## config.mk

```make
export PLATFORM = sky130hd
export DESIGN_NAME = unreorder_channel
export DESIGN_NICKNAME = d
export VERILOG_FILES = /design/src/rtl/unreorder_channel_pkg.sv /design/src/rtl/rom_scalefac_width.sv /design/src/rtl/unreorder_channel.sv
export SDC_FILE = /design/constraint.sdc
export NUM_CORES = 1
export LEC_CHECK = 0
export ABC_AREA = 0
export CORE_MARGIN = 2
export CORE_UTILIZATION = 55
export DETAILED_ROUTE_END_ITERATION = 16
export DONT_BUFFER_PORTS = 1
export PLACE_DENSITY = 0.72
export REMOVE_ABC_BUFFERS = 1
export SYNTH_ARGS = -nofsm -noshare
export SYNTH_HDL_FRONTEND = slang
export SYNTH_SLANG_ARGS = --single-unit
```

## constraint.sdc

```tcl
create_clock -name clk -period 3.9 [get_ports clk]
set_clock_uncertainty 0.15 [all_clocks]
set_input_delay 0.39 -clock clk [delete_from_list [all_inputs] [get_ports clk]]
set_output_delay 0.39 -clock clk [all_outputs]
set_load 0.05 [all_outputs]
```

## src/rtl/unreorder_channel_pkg.sv

```systemverilog
// Shared types and constants for the short-block unreorder stage:
// block modes, FSM states, band ranges and granule geometry.
package unreorder_channel_pkg;

  localparam int GRANULE_LINES    = 576;
  localparam int CB_W             = 5;
  localparam int WIDTH_W          = 8;
  localparam int SHORT_BANDS      = 13;
  localparam int MIXED_SHORT_BAND = 3;
  localparam int MIXED_START_LINE = 36;

  localparam logic [CB_W-1:0] SHORT_CB_FIRST = 5'd0;
  localparam logic [CB_W-1:0] SHORT_CB_STOP  = 5'd13;
  localparam logic [CB_W-1:0] MIXED_CB_FIRST = 5'd8;
  localparam logic [CB_W-1:0] MIXED_CB_STOP  = 5'd18;

  typedef enum logic [1:0] {
    MODE_SHORT = 2'd0,
    MODE_MIXED = 2'd1,
    MODE_LONG  = 2'd2
  } block_mode_t;

  typedef enum logic [3:0] {
    IDLE, COPY_P1, COPY_P2, COPY, REORDER_START, CB_WAIT,
    OFFSET_INIT, RD_FIRST, STREAM, OFFSET_INCR, CB_INCR, DONE
  } state_t;

  function automatic block_mode_t decode_mode(input logic       window_switching,
                                              input logic [1:0] block_type,
                                              input logic       mixed);
    if (window_switching && block_type == 2'd2)
      return mixed ? MODE_MIXED : MODE_SHORT;
    return MODE_LONG;
  endfunction

endpackage

```

## src/rtl/rom_scalefac_width.sv

```systemverilog
// Short-block scalefactor band width ROM, registered output (one cycle latency).
// Mixed mode indexes cb 8..17 onto short bands 3..12.
module rom_scalefac_width
  import unreorder_channel_pkg::*;
(
  input  logic               clk,
  input  logic               enable,
  input  block_mode_t        mode,
  input  logic [1:0]         sampling_frequency,
  input  logic [CB_W-1:0]    cb,
  output logic [WIDTH_W-1:0] width
);

  // Band widths packed band 0 at the LSB: 44.1 kHz, 48 kHz, 32 kHz.
  localparam logic [8*SHORT_BANDS-1:0] WIDTHS_FS0 =
    {8'd56, 8'd30, 8'd22, 8'd18, 8'd14, 8'd12, 8'd10, 8'd8, 8'd6, 8'd4, 8'd4, 8'd4, 8'd4};
  localparam logic [8*SHORT_BANDS-1:0] WIDTHS_FS1 =
    {8'd66, 8'd26, 8'd20, 8'd16, 8'd14, 8'd12, 8'd10, 8'd6, 8'd6, 8'd4, 8'd4, 8'd4, 8'd4};
  localparam logic [8*SHORT_BANDS-1:0] WIDTHS_FS2 =
    {8'd12, 8'd42, 8'd34, 8'd26, 8'd20, 8'd16, 8'd12, 8'd8, 8'd6, 8'd4, 8'd4, 8'd4, 8'd4};

  logic [WIDTH_W-1:0] width_tab [0:3][0:SHORT_BANDS-1];
  logic [CB_W-1:0]    band;
  logic [3:0]         band_idx;

  genvar gi;
  generate
    for (gi = 0; gi < SHORT_BANDS; gi++) begin : g_band
      assign width_tab[0][gi] = WIDTHS_FS0[8*gi +: 8];
      assign width_tab[1][gi] = WIDTHS_FS1[8*gi +: 8];
      assign width_tab[2][gi] = WIDTHS_FS2[8*gi +: 8];
      assign width_tab[3][gi] = WIDTHS_FS0[8*gi +: 8];
    end
  endgenerate

  always_comb begin
    band     = (mode == MODE_MIXED) ? cb - MIXED_CB_FIRST + CB_W'(MIXED_SHORT_BAND) : cb;
    band_idx = band[3:0];
  end

  always_ff @(posedge clk) begin
    if (enable)
      width <= (band < CB_W'(SHORT_BANDS)) ? width_tab[sampling_frequency][band_idx]
                                            : WIDTH_W'(1);
  end

endmodule

```

## src/rtl/unreorder_channel.sv

```systemverilog
// Re-orders one channel from window-interleaved to band/window order (inverse of short-block reorder).
// Optional UNREORDER_WRITE_COUNT_EN adds a write_count output.
module unreorder_channel
  import unreorder_channel_pkg::*;
#(
  parameter int DATA_W = 18,
  parameter int ADDR_W = 10
) (
  input  logic              clk,
  input  logic              rst,
  output logic [ADDR_W-1:0] granule_read_addr,
  input  logic [DATA_W-1:0] granule_read_data,
  output logic              granule_write_enable,
  output logic [ADDR_W-1:0] granule_write_addr,
  output logic [DATA_W-1:0] granule_write_data,
  input  logic [1:0]        header_sampling_frequency,
  input  logic [1:0]        sideinfo_block_type,
  input  logic              sideinfo_window_switching_flag,
  input  logic              sideinfo_mixed_block_flag,
  input  logic              channel_ready,
  output logic              channel_done
`ifdef UNREORDER_WRITE_COUNT_EN
  ,
  output logic [9:0]        write_count
`endif
);

  localparam logic [ADDR_W-1:0] LAST_LINE = ADDR_W'(GRANULE_LINES - 1);

  state_t             state_reg, state_next;
  block_mode_t        mode;
  logic [WIDTH_W-1:0] cb_width;

  logic [ADDR_W-1:0]  rd_addr_reg, rd_addr_next;
  logic               wr_en_reg, wr_en_next;
  logic [ADDR_W-1:0]  wr_addr_reg, wr_addr_next;
  logic [DATA_W-1:0]  wr_data_reg, wr_data_next;
  logic [ADDR_W-1:0]  copy_cnt_reg, copy_cnt_next;
  logic [ADDR_W-1:0]  scale_reg, scale_next;
  logic [ADDR_W-1:0]  base_reg, base_next;
  logic [ADDR_W-1:0]  src_reg, src_next;
  logic [1:0]         offset_reg, offset_next;
  logic [WIDTH_W-1:0] cnt_reg, cnt_next;
  logic [CB_W-1:0]    cb_reg, cb_next;
  logic [CB_W-1:0]    cb_stop_reg, cb_stop_next;

  assign mode = decode_mode(sideinfo_window_switching_flag, sideinfo_block_type,
                            sideinfo_mixed_block_flag);

  rom_scalefac_width u_width_rom (
    .clk                (clk),
    .enable             (state_reg == CB_WAIT),
    .mode               (mode),
    .sampling_frequency (header_sampling_frequency),
    .cb                 (cb_reg),
    .width              (cb_width)
  );

  always_ff @(posedge clk or negedge rst) begin
    if (!rst) state_reg <= IDLE;
    else      state_reg <= state_next;
  end

  always_comb begin
    state_next = state_reg;
    case (state_reg)
      IDLE:          if (channel_ready) state_next = COPY_P1;
      COPY_P1:       state_next = COPY_P2;
      COPY_P2:       state_next = COPY;
      COPY:          if (copy_cnt_reg == LAST_LINE)
                       state_next = (mode == MODE_LONG) ? DONE : REORDER_START;
      REORDER_START: state_next = CB_WAIT;
      CB_WAIT:       state_next = OFFSET_INIT;
      OFFSET_INIT:   state_next = RD_FIRST;
      RD_FIRST:      state_next = STREAM;
      STREAM:        if (cnt_reg + WIDTH_W'(1) == cb_width) state_next = OFFSET_INCR;
      OFFSET_INCR:   state_next = (offset_reg != 2'd2) ? OFFSET_INIT : CB_INCR;
      CB_INCR:       state_next = (cb_reg + CB_W'(1) < cb_stop_reg) ? CB_WAIT : DONE;
      DONE:          state_next = IDLE;
      default:       state_next = IDLE;
    endcase
  end

  always_comb begin
    rd_addr_next  = rd_addr_reg;
    wr_en_next    = 1'b0;
    wr_addr_next  = wr_addr_reg;
    wr_data_next  = wr_data_reg;
    copy_cnt_next = copy_cnt_reg;
    scale_next    = scale_reg;
    base_next     = base_reg;
    src_next      = src_reg;
    offset_next   = offset_reg;
    cnt_next      = cnt_reg;
    cb_next       = cb_reg;
    cb_stop_next  = cb_stop_reg;
    case (state_reg)
      IDLE:    if (channel_ready) copy_cnt_next = '0;
      COPY_P1: rd_addr_next = '0;
      COPY_P2: rd_addr_next = ADDR_W'(1);
      COPY: begin
        // Read data always belongs to the address one ahead of copy_cnt minus one.
        wr_en_next    = 1'b1;
        wr_addr_next  = copy_cnt_reg;
        wr_data_next  = granule_read_data;
        copy_cnt_next = copy_cnt_reg + ADDR_W'(1);
        rd_addr_next  = (rd_addr_reg == LAST_LINE) ? rd_addr_reg : rd_addr_reg + ADDR_W'(1);
      end
      REORDER_START: begin
        if (mode == MODE_MIXED) begin
          scale_next   = ADDR_W'(MIXED_START_LINE);
          cb_next      = MIXED_CB_FIRST;
          cb_stop_next = MIXED_CB_STOP;
        end else begin
          scale_next   = '0;
          cb_next      = SHORT_CB_FIRST;
          cb_stop_next = SHORT_CB_STOP;
        end
      end
      CB_WAIT: begin
        base_next   = scale_reg;
        offset_next = 2'd0;
      end
      OFFSET_INIT: begin
        rd_addr_next = base_reg + ADDR_W'(offset_reg);
        src_next     = base_reg + ADDR_W'(offset_reg) + ADDR_W'(3);
        cnt_next     = '0;
      end
      RD_FIRST: begin
        if (cb_width > WIDTH_W'(1)) begin
          rd_addr_next = src_reg;
          src_next     = src_reg + ADDR_W'(3);
        end
      end
      STREAM: begin
        wr_en_next   = 1'b1;
        wr_addr_next = scale_reg;
        wr_data_next = granule_read_data;
        scale_next   = scale_reg + ADDR_W'(1);
        cnt_next     = cnt_reg + WIDTH_W'(1);
        // One read is already in flight, so only prefetch while two or more lines remain.
        if ((WIDTH_W+1)'(cnt_reg) + (WIDTH_W+1)'(2) < (WIDTH_W+1)'(cb_width)) begin
          rd_addr_next = src_reg;
          src_next     = src_reg + ADDR_W'(3);
        end
      end
      OFFSET_INCR: if (offset_reg != 2'd2) offset_next = offset_reg + 2'd1;
      CB_INCR:     if (cb_reg + CB_W'(1) < cb_stop_reg) cb_next = cb_reg + CB_W'(1);
      default: ;
    endcase
  end

  always_ff @(posedge clk or negedge rst) begin
    if (!rst) begin
      rd_addr_reg  <= '0;
      wr_en_reg    <= 1'b0;
      wr_addr_reg  <= '0;
      wr_data_reg  <= '0;
      copy_cnt_reg <= '0;
      scale_reg    <= '0;
      base_reg     <= '0;
      src_reg      <= '0;
      offset_reg   <= '0;
      cnt_reg      <= '0;
      cb_reg       <= '0;
      cb_stop_reg  <= '0;
    end else begin
      rd_addr_reg  <= rd_addr_next;
      wr_en_reg    <= wr_en_next;
      wr_addr_reg  <= wr_addr_next;
      wr_data_reg  <= wr_data_next;
      copy_cnt_reg <= copy_cnt_next;
      scale_reg    <= scale_next;
      base_reg     <= base_next;
      src_reg      <= src_next;
      offset_reg   <= offset_next;
      cnt_reg      <= cnt_next;
      cb_reg       <= cb_next;
      cb_stop_reg  <= cb_stop_next;
    end
  end

  always_comb begin
    granule_read_addr    = rd_addr_reg;
    granule_write_enable = wr_en_reg;
    granule_write_addr   = wr_addr_reg;
    granule_write_data   = wr_data_reg;
    channel_done         = (state_reg == DONE);
  end

`ifdef UNREORDER_WRITE_COUNT_EN
  // Ten bits wrap modulo 1024 on the two-pass short and mixed jobs.
  logic [9:0] write_count_reg;
  always_ff @(posedge clk or negedge rst) begin
    if (!rst)                                    write_count_reg <= '0;
    else if (state_reg == IDLE && channel_ready) write_count_reg <= '0;
    else if (wr_en_reg)                          write_count_reg <= write_count_reg + 10'd1;
  end
  assign write_count = write_count_reg;
`endif

endmodule

```

* Yosys cells after proc, flatten, opt, wreduce, memory -nomap -nowiden
Cells that the tools add are included.
Storage, ports and cells: bits in registers 111, bits of input ports 27, output and inout bits 40
Operators by class: add/subtract/negate cells 12, $lt $le $gt $ge 6, equality and inequality tests 26, muxes and demuxes 38, bitwise gates (word level) 2, reduce and logical (&&, ||, !) cells 17
Operators by type and width (number):
- $bmux 104 s2 | 1
- $mux 104 | 2
- $mux 10 | 6
- $pmux 10 s2 | 3
- $pmux 10 s6 | 1
- $pmux 4 s11 | 1
- $bmux 8 s4 | 1
- $add 10x1->10 const B | 3
- $pmux 10 s3 | 1
- $mux 4 | 7
- $add 10x2->10 const B | 2
- $eq 10x10->1 const B | 2
- $ne 2x2->1 const B | 9
- $eq 4x3->1 const B | 4
- $eq 4x4->1 const B | 4
- $mux 8 | 2
- $pmux 8 s2 | 1
- $mux 5 | 3
- $reduce_bool 2->1 | 6
- $add 10x2->10 | 1
- $pmux 5 s2 | 1
- $add 8x2->9 const B | 1
- $lt 9x8->1 | 1
- $add 8x1->8 const B | 1
- other kinds (28) | 37

* Logic depth before layout (Yosys ltp)
word-level depth 10, mapped depth 12, gate-level depth less buffers 10

* Modules after synthesis
From an unflattened synthesis, not the netlist that was laid out.
Unflattened totals: cells, all modules 786, area, all modules 6961.7 µm²
By module, submodules not included:
- unreorder_channel | times used 1, cells an instance 685, area an instance 6085.8 µm²
- rom_scalefac_width | times used 1, cells an instance 101, area an instance 875.8 µm²

* Worst setup path before layout
OpenSTA, ideal clock, no wires.
path kind register -> register, from reg state_reg[1], to reg src_reg[8], library setup time 0.126 ns, data arrival time 2.593 ns, setup slack 1.032 ns, stages on the path, launching flop included 13, buffers on the path 3, period minus slack after synthesis 2.868 ns, cell sequence dfrtp_1 buf_6 or4b_4 and2_4 buf_6 clkbuf_1 nor2_1 a21oi_1 ha_1 a2111oi_4 nand2_1 mux2i_1 a21oi_1
Between the ends: cells in the longest elaborated chain, start to end 3, elaborated cells between the ends (all ways) 8, classes of those cells eq/ne: 5; mux: 1; reduce/logical: 2
RTL lines:
- start, declared | line unreorder_channel.sv:30 | state_t state_reg, state_next;
- start signal, assigned | line unreorder_channel.sv:61 | else state_reg <= state_next;
- $eq 4x4->1 or $eq 4x3->1 (tied branches) | line unreorder_channel.sv:97 | case (state_reg)
- $ne 2x2->1 (no source line) or $reduce_bool 3->1 (tied branches)
- $reduce_and 3->1 (no source line)
- end signal, assigned | line unreorder_channel.sv:175 | src_reg <= src_next;
- end, declared | line unreorder_channel.sv:41 | logic [ADDR_W-1:0] src_reg, src_next;
Parallel ways exist; a longest one is shown, timed or not. A chain may end at the register's enable or synchronous reset.

* Final worst setup path
from reg state_reg[0], to reg src_reg[8]
Same word-level chain as after synthesis.

==> metrics.yaml <==
outcome:
  status: "complete, no violations"
critical_path:
  crit_fanout: 23
  r2r_cells: 9
  crit_required_ps: 3980
  startpoint_type: "flop"
  crit_chain: "or4b_4, and2_4, nor2_1, a21oi_1, ha_1, a2111oi_4, nand2_1, mux2i_1, a21oi_1"
  cp-end-kind: "flop"
  crit_type: "reg2reg"
  arrival_ps: 3220
  max_stage_delay_ps: 690
  cpMaxStageDelayCell: "or4b_4"
  cpMostUsedCell: "a21oi_1"
flow_run:
  cap_violations: 0
route:
  first_pass_iters: 5
  vias_per_cell: 6.36
  vias: 5621
  drtIter0Drc: 411
  totalWireLength_um: 15500
  routedWlPerCell_um: 17.5
  drcViolationCount: 0
  ant_nets: 0
pwr:
  seqPwrFrac_pct: 44.1
  ir_drop_mv: 0.414
  power.density_nw_per_um2: 738
  p_leak_uw: 0.00312
  switchingPower_uw: 2540
  p_int_uw: 2710
  p_clk_share_pct: 16.9
  pwr-share-comb_pct: 39.0
  swShare_pct: 48.4
clock_network:
  clock_latency_ps: 350
  cts.sinks: 107
  postCtsSetupBuffers: 0
  numCtsBuffers: 9
  cts_root_buffer: "clkbuf_16"
  ctsLongestPathBuffers: 2
  cts-hold-fix-buffers: 2
  htree_levels: 3
  clk_pin_slew_ps: 80
  post_cts_resized: 0
  cts_tree: "done"
cells_and_area:
  layout.nets: 785
  antenna_cells: 0
  seq_area_sq_um: 2710
  multi_input_area_sq_um: 3730
  final_area_sq_um: 7120
  drive_above_1_share_pct: 10.0
  layout_common_cells: "nand2_1, dfrtp_1, o21ai_0"
  area_growth_pct: 6.34
  fillCellCount: 1044
  largest_reg_flops: 18
synthesis:
  synth-seq-cells: 107
  yosysUniqueCellTypes: 77
  synth_area_per_cell_sq_um: 9.01
  synth_flop_cell: "dfrtp_1"
  synth_edf_count: 7
  synth_async_sr_flop_share_pct: 93.5
  syn_inst: 743
  synth_top_area_share_pct: 37.4
  netlist_area_sq_um: 6690
  synth_area_leaders: "dfrtp_1, nand2_1, o21ai_0"
  ys_warn_count: 0
  synth_area_leader_cell: "dfrtp_1"
  ys_seq_area_share_pct: 40.5
sta:
  worstMarginPinSlew_ps: 1020
  finalCritPeriodShare_pct: 80.5
  period_minus_slack_ps: 3140
  whs_ps: 34.0
  setup_tns_ps: 0
  max_clock_freq_mhz: 318
  final_max_slew_viol_count: 0
  rsz0062_at_grt: "false"
  setup_viol: 0
  fin_ws_ps: 760
  slew_headroom_pct: 31.4
  finalHoldViolCount: 0
die:
  die_area_sq_um: 13100
  initial_core_util_pct: 56.0
  die_x_um: 114
  fp.dieH_um: 114
  rows: 40
  io_pins: 67
  coreArea_sq_um: 12000
global_route:
  grt_pass1_vias: 5184
  grtUsageTotal_pct: 24.3
  grt_max_degree: 101
  grt_pass1_wl_um: 25600
  antenna_found_initial: 0
  grt-ovfl-total: 0
placement:
  portBuffers: 0
  dp_slack_ps: 771
  globalplace.congestion: 0.888
  place_area_sq_um: 6790
  dp_hpwl_um: 11000
min_path:
  hp-class: "in2reg"
  min_path_cells: 1
## stage by stage
step / util, % / std cells / power [uW]
global placement: 56.8 / 866 / 4250
floorplan: - / 710 / 3790
CTS: 59.5 / 884 / 5260
detailed placement: 56.8 / 866 / 4330
global route: 59.5 / 884 / 5620
finish: 59.5 / 884 / 5250
## logic make-up after synthesis
family          after synthesis  share of synthesized area [%]
compound gates              205                           20.7
fa+ha+maj                    26                           4.97
xor+xnor                     32                           4.19
simple gates                282                           20.4
buf+inv                      59                           3.89
flops                       107                           40.5
mux                          32                           5.31
## power groups by stage
stage	combinational [uW]	sequential, uW	clock [uW]
finish	2050	2320	886
global route	2300	2370	953
CTS	2040	2310	907
detailed placement	2000	2330	0
global placement	1930	2320	0
floorplan	1490	2290	0
## cells in the mapped netlist (all sizes together) (3+ instances only)
master  count
nand2     101
dfrtp     100
o21ai      68
nor2       59
a21oi      34
nand3      30
mux2       28
inv        26
ha         25
nor3       21
clkbuf     19
xnor2      18
a31oi      17
buf        14
xor2       14
and3       12
nor2b      10
o31ai      10
and2        9
a22o        8
a21o        7
edfxtp      7
nand2b      7
nand4       7
a211oi      6
a221o       5
o211ai      5
o22ai       5
a221oi      4
a32oi       4
mux2i       4
nor3b       4
or2         4
or3         4
a41oi       3
nand3b      3
nand4b      3
## layout make-up
type                            instances  share of cell area, %
Multi-Input combinational cell        577                   52.4
Clock inverter                          6                  0.686
Timing Repair Buffer                   11                   1.48
Inverter                               26                   1.37
Tap cell                              147                   2.58
Sequential cell                       107                   38.1
Clock buffer                           10                   3.36
## worst paths after layout
check | slack [ps] | startpoint | to
min | 30 | granule_read_data[10] | granule_write_data[10]$_DFFE_PN0P_
max reg2reg | 760 | state_reg[0]$_DFFE_PN0P_ | src_reg[8]$_DFFE_PN0P_
min in group asynchronous | 480 | rst | cnt_reg[4]$_DFFE_PN0P_
min reg2reg | 340 | cb_stop_reg[1]$_DFFE_PN0P_ | cb_stop_reg[1]$_DFFE_PN0P_
max | 760 | state_reg[0]$_DFFE_PN0P_ | src_reg[8]$_DFFE_PN0P_
max in group asynchronous | 2720 | rst | base_reg[8]$_DFFE_PN0P_
## worst max-delay path: cells and delay by family, from the launching register on
kind | cells | cell delay (ps)
compound gates | 3 | 580
fa+ha+maj | 1 | 260
flops | 1 | 630
mux | 1 | 170
simple gates | 4 | 1220
## routing by layer
metal | vias to the layer above | track usage, % | part of all wire [%]
li1 | 2683 | - | -
met1 | 2697 | 33.3 | 45
met2 | 225 | 38.9 | 47
met3 | 16 | 5.61 | 7.2
met4 | 0 | 6.67 | 1.3
met5 | - | 0 | 0
(Power assumes the default switching activity.)
